[src/rtl/fifo_pkg.sv]
// Shared FIFO pointer types and helpers, used by the write-side and read-side controllers.
package fifo_pkg;

  localparam int SIZE  = 4;
  localparam int DEPTH = 2 ** SIZE;

  typedef logic [SIZE:0] ptr_t;

  // The extra wrap bit lets a full FIFO (DEPTH entries) be told apart from an empty one.
  function automatic ptr_t occupancy(ptr_t w, ptr_t r);
    return w - r;
  endfunction

  function automatic logic is_full(ptr_t w, ptr_t r);
    return (w[SIZE-1:0] == r[SIZE-1:0]) && (w[SIZE] != r[SIZE]);
  endfunction

endpackage

[src/rtl/fifo_write_ctrl_if.sv]
// Producer-side bus of the FIFO write controller.
interface fifo_write_ctrl_if
  import fifo_pkg::*;
#(
  parameter int SIZE = fifo_pkg::SIZE
);

  logic            w_en;
  logic            clr_ovf;
  logic [SIZE:0]   r_ptr_ext;
  logic [SIZE:0]   w_ptr_ext;
  logic [SIZE-1:0] w_pointer;
  logic            mem_we;
  logic            full;
  logic            almost_full;
  logic            overflow;

  modport master (
    output w_en, clr_ovf, r_ptr_ext,
    input  w_ptr_ext, w_pointer, mem_we, full, almost_full, overflow
  );

  modport slave (
    input  w_en, clr_ovf, r_ptr_ext,
    output w_ptr_ext, w_pointer, mem_we, full, almost_full, overflow
  );

endinterface

[src/rtl/fifo_ptr_cnt.sv]
// Wrap-bit-extended binary pointer counter; shared by the FIFO write and read sides.
module fifo_ptr_cnt #(
  parameter int SIZE = 4
) (
  input  logic          clk,
  input  logic          rst,
  input  logic          inc,
  output logic [SIZE:0] cnt
);

  logic [SIZE:0] cnt_q;
  logic [SIZE:0] cnt_d;

  always_comb begin
    cnt_d = cnt_q;
    if (inc) cnt_d = cnt_q + {{SIZE{1'b0}}, 1'b1};
  end

  always_ff @(posedge clk or posedge rst) begin
    if (rst) cnt_q <= '0;
    else     cnt_q <= cnt_d;
  end

  assign cnt = cnt_q;

endmodule

[src/rtl/fifo_write_ctrl.sv]
// FIFO write-side controller: write pointer, RAM write strobe, full / almost-full flags, sticky overflow.
module fifo_write_ctrl
  import fifo_pkg::*;
#(
  parameter int AF_LEVEL = 14
) (
  input  logic          clk,
  input  logic          rst,
  fifo_write_ctrl_if.slave bus
);

  localparam ptr_t AF_THRESH = ptr_t'(AF_LEVEL);

  ptr_t w_ptr;
  ptr_t w_ptr_post;
  logic full;
  logic w_inc;
  logic almost_full_q, almost_full_d;
  logic overflow_q, overflow_d;

  fifo_ptr_cnt #(.SIZE(SIZE)) u_w_ptr (
    .clk (clk),
    .rst (rst),
    .inc (w_inc),
    .cnt (w_ptr)
  );

  // Held low during reset so the producer sees an accepting FIFO immediately.
  assign full  = is_full(w_ptr, bus.r_ptr_ext) && !rst;
  assign w_inc = bus.w_en && !full;

  always_comb begin
    w_ptr_post    = w_inc ? w_ptr + ptr_t'(1) : w_ptr;
    // Uses the pre-edge read pointer, so a same-cycle read is only seen next cycle.
    almost_full_d = occupancy(w_ptr_post, bus.r_ptr_ext) >= AF_THRESH;
    overflow_d    = (bus.w_en && full) || (overflow_q && !bus.clr_ovf);
  end

  always_ff @(posedge clk or posedge rst) begin
    if (rst) begin
      almost_full_q <= 1'b0;
      overflow_q    <= 1'b0;
    end else begin
      almost_full_q <= almost_full_d;
      overflow_q    <= overflow_d;
    end
  end

  assign bus.w_ptr_ext   = w_ptr;
  assign bus.w_pointer   = w_ptr[SIZE-1:0];
  assign bus.mem_we      = w_inc;
  assign bus.full        = full;
  assign bus.almost_full = almost_full_q;
  assign bus.overflow    = overflow_q;

endmodule
[src/flat_wrapper.sv]
// flat-port wrapper written by rule: the top's interface ports become plain ports
module fifo_write_ctrl_flat import fifo_pkg::*;
#(
  parameter int AF_LEVEL = 14
)
  (clk, rst, bus_w_en, bus_clr_ovf, bus_r_ptr_ext, bus_w_ptr_ext, bus_w_pointer, bus_mem_we, bus_full, bus_almost_full, bus_overflow);
  fifo_write_ctrl_if bus_i ();
  input  logic clk;
  input  logic rst;
  input wire logic [$bits(bus_i.w_en)-1:0] bus_w_en;
  input wire logic [$bits(bus_i.clr_ovf)-1:0] bus_clr_ovf;
  input wire logic [$bits(bus_i.r_ptr_ext)-1:0] bus_r_ptr_ext;
  output wire logic [$bits(bus_i.w_ptr_ext)-1:0] bus_w_ptr_ext;
  output wire logic [$bits(bus_i.w_pointer)-1:0] bus_w_pointer;
  output wire logic [$bits(bus_i.mem_we)-1:0] bus_mem_we;
  output wire logic [$bits(bus_i.full)-1:0] bus_full;
  output wire logic [$bits(bus_i.almost_full)-1:0] bus_almost_full;
  output wire logic [$bits(bus_i.overflow)-1:0] bus_overflow;
  assign bus_i.w_en = bus_w_en;
  assign bus_i.clr_ovf = bus_clr_ovf;
  assign bus_i.r_ptr_ext = bus_r_ptr_ext;
  assign bus_w_ptr_ext = bus_i.w_ptr_ext;
  assign bus_w_pointer = bus_i.w_pointer;
  assign bus_mem_we = bus_i.mem_we;
  assign bus_full = bus_i.full;
  assign bus_almost_full = bus_i.almost_full;
  assign bus_overflow = bus_i.overflow;
  fifo_write_ctrl #(.AF_LEVEL(AF_LEVEL)) u_core (.clk(clk), .rst(rst), .bus(bus_i));
endmodule
[config.mk]
export PLATFORM = sky130hd
export DESIGN_NAME = fifo_write_ctrl_flat
export DESIGN_NICKNAME = d
export VERILOG_FILES = /design/src/rtl/fifo_pkg.sv /design/src/rtl/fifo_write_ctrl_if.sv /design/src/rtl/fifo_ptr_cnt.sv /design/src/rtl/fifo_write_ctrl.sv /design/src/flat_wrapper.sv
export SDC_FILE = /design/constraint.sdc
export NUM_CORES = 1
export LEC_CHECK = 0
export CAP_MARGIN = 10
export CORE_UTILIZATION = 30
export CTS_BUF_LIST = sky130_fd_sc_hd__clkbuf_8
export CTS_CLUSTER_DIAMETER = 150
export DETAILED_ROUTE_END_ITERATION = 6
export GPL_ROUTABILITY_DRIVEN = 0
export SLEW_MARGIN = 25
export SYNTH_ARGS = -nofsm -noshare
export SYNTH_HDL_FRONTEND = slang
export SYNTH_HIERARCHICAL = 1
export SYNTH_SLANG_ARGS = --single-unit
export TNS_END_PERCENT = 100
[constraint.sdc]
create_clock -name clk -period 4 [get_ports clk]
set_clock_uncertainty 0.15 [all_clocks]
set_input_delay 0.8 -clock clk [delete_from_list [all_inputs] [get_ports clk]]
set_output_delay 0.8 -clock clk [all_outputs]
set_load 0.1 [all_outputs]
==> results.toml <==
[yosys]
ys_seq_area_frac = 0.265
synth_seq_cells = 7
synth_area_per_cell_sq_um = 10.2
postSynthCellCount = 65
syn_area_sq_um = 662
yosysWarningCount = 6
syn_nets = 81
synth.distinct_cells = 27

[global_routing]
grt_pass1_wl_um = 2110
grt_pass1_vias = 481
antenna_found_initial = 0
overflow = 0
grt_usage = 0.114
grt_max_degree = 11

[final_layout]
multi_input_area_sq_um = 429
final_nets = 104
seq_area_sq_um = 181
final_cell_mix = "clkdlybuf4s50_1, xnor2_1, inv_1"
drive_gt1_frac = 0.253
mostFrequentLayoutCell = "clkdlybuf4s50_1"
fillers = 192
syn2layout_area_growth_pct = 44.6
antenna_cells = 0

[detailed_routing]
route.detailed.drc = 0
antenna_left = 0
avgRoutedWirePerCell_um = 10.5
drt_iter0_drc = 4
vias = 507
viasPerCell = 4.45
drt-total-wl_um = 1200
firstDrtPassIters = 2

[hold_path]
hold_path.class = "reg -> reg"

[timing]
tightest_slew_ns = 0.968
fin_crit_ns = 3.48
relSlewSlack = 0.352
rsz0062_at_grt = "false"
hold_viol = 0
setup_viol = 0
finalCritPeriodShare = 0.871
drv_slew = 0
tns_ns = 0
max_freq_ghz = 0.287

[placement]
dp_hpwl_um = 949
port_buffers = 21

[setup_path]
cp_data_arrival_time_ns = 3.43
worstPathRequired_ns = 3.94
crit_chain = "clkdlybuf4s50_1 > xor2_2 > nand4_2 > nor3_4 > nor2b_2 > xnor2_1 > ha_2 > fa_1 > nand2b_1 > a21oi_2 > xnor2_1 > xnor2_1 > o31ai_1"
worst-path-buf-inv = 1
crit_family = "simple AND/OR/NAND/NOR gates"
worst_path_largest_cell_delay_ns = 0.50
crit_path_top_delay_cell = "clkdlybuf4s50_1"
crit_path_frequent_cell = "xnor2_1"
worstSetupPathType = "in -> reg"
cp-start-kind = "input port"
endpoint_kind = "flip-flop"
worstPathMaxFanout = 4

[clock_network]
post_cts_buffers = 0
numCtsBuffers = 3
cts_max_level = 1
cts_resized = 0
ctsRootBufferMaster = "clkbuf_8"
clock_sinks = 7
clk_pin_slew_worst_paths_ns = 0.04
clkLatencyLatePin_ns = 0.22
clockBufferDepth = 2
tritoncts = "done"
hold_buffers = 0

[die]
dieArea_sq_um = 2400
rows = 16
io_pins = 22
die_h_um = 49.0
dieWidth_um = 49.0
start_util = 0.327
fp.coreArea_sq_um = 2020

[flow_run]
cap_violations = 0

[run_status]
status = "finished, final reports clean"
[routing by layer]
metal  GRT usage  vias up  part of all wire
met5           0        -                 0
met4      0.0294        0             0.010
met3      0.0436        2             0.063
met2       0.174       17              0.42
met1       0.149      224              0.51
li1            -      264                 -
[cells in the mapped netlist]
cell type / count / share of area
nor2b_2: 1 / 0.013
a21oi_1: 2 / 0.015
fa_1: 1 / 0.030
buf_6: 1 / 0.017
o31a_2: 1 / 0.015
nand4_1: 2 / 0.019
buf_4: 4 / 0.045
o21ai_0: 2 / 0.015
dfrtp_1: 7 / 0.26
nand3_1: 1 / 0.0076
inv_1: 6 / 0.034
nand4_2: 1 / 0.019
and4_1: 1 / 0.013
xnor2_1: 10 / 0.13
xor2_1: 5 / 0.066
mux2_4: 1 / 0.023
nor3_4: 1 / 0.025
nand2_1: 3 / 0.017
ha_1: 6 / 0.11
o31ai_1: 1 / 0.011
nand2b_1: 1 / 0.0095
nor3b_1: 1 / 0.011
mux2_2: 1 / 0.017
xor2_2: 1 / 0.025
and3b_2: 1 / 0.015
nor2_1: 2 / 0.011
mux2i_1: 1 / 0.015
[logic make-up (layout without fill, tap and decap cells)]
| group | Yosys count | after routing | share of synthesized area |
|---|---|---|---|
| flops | 7 | 7 | 0.265 |
| buf+inv | 11 | 33 | 0.0964 |
| simple gates | 15 | 15 | 0.161 |
| xor+xnor | 16 | 16 | 0.223 |
| mux | 3 | 3 | 0.0548 |
| compound gates | 6 | 6 | 0.0567 |
| fa+ha+maj | 7 | 7 | 0.144 |
[cell type report]
cell class	instances	share of cell area
Inverter	6	0.0235
Multi-Input combinational cell	47	0.448
Clock buffer	3	0.0431
Tap cell	27	0.0353
Sequential cell	7	0.190
Clock inverter	1	0.00392
Timing Repair Buffer	23	0.256
[final timing paths]
kind,startpoint,end,slack [ns],depth (start not counted)
min reg2reg,u_core/u_w_ptr/cnt[4],u_core/u_w_ptr/cnt[4],0.37,1
min in group asynchronous,rst,u_core/bus.almost_full,0.73,2
max reg2reg,u_core/u_w_ptr/cnt[0],u_core/bus.almost_full,1.09,12
max in group asynchronous,rst,u_core/u_w_ptr/cnt[1],2.71,2
min,u_core/u_w_ptr/cnt[4],u_core/u_w_ptr/cnt[4],0.37,1
max,bus_r_ptr_ext[4],u_core/bus.almost_full,0.52,13
[stage by stage]
step	cell area, sq um	utilization	hold WS (ns)	setup WS (ns)	cells
6_report	957	0.473	0.370	0.516	114
5_1_grt	957	0.473	0.405	0.360	114
4_1_cts	957	0.473	0.375	0.490	114
3_5_place_dp	912	0.451	0.367	0.268	110
3_3_place_gp	912	0.451	0.348	0.264	110
2_1_floorplan	683	-	0.391	0.00339	65
[sequential cells by signal (all words and copies together) (netlist names)]
signal	count
u_core/u_w_ptr/cnt	5
u_core/bus.overflow	1
u_core/bus.almost_full	1
Power is not shown: default switching activity piles up to over one toggle a cycle in this logic, so the estimate is an artifact.
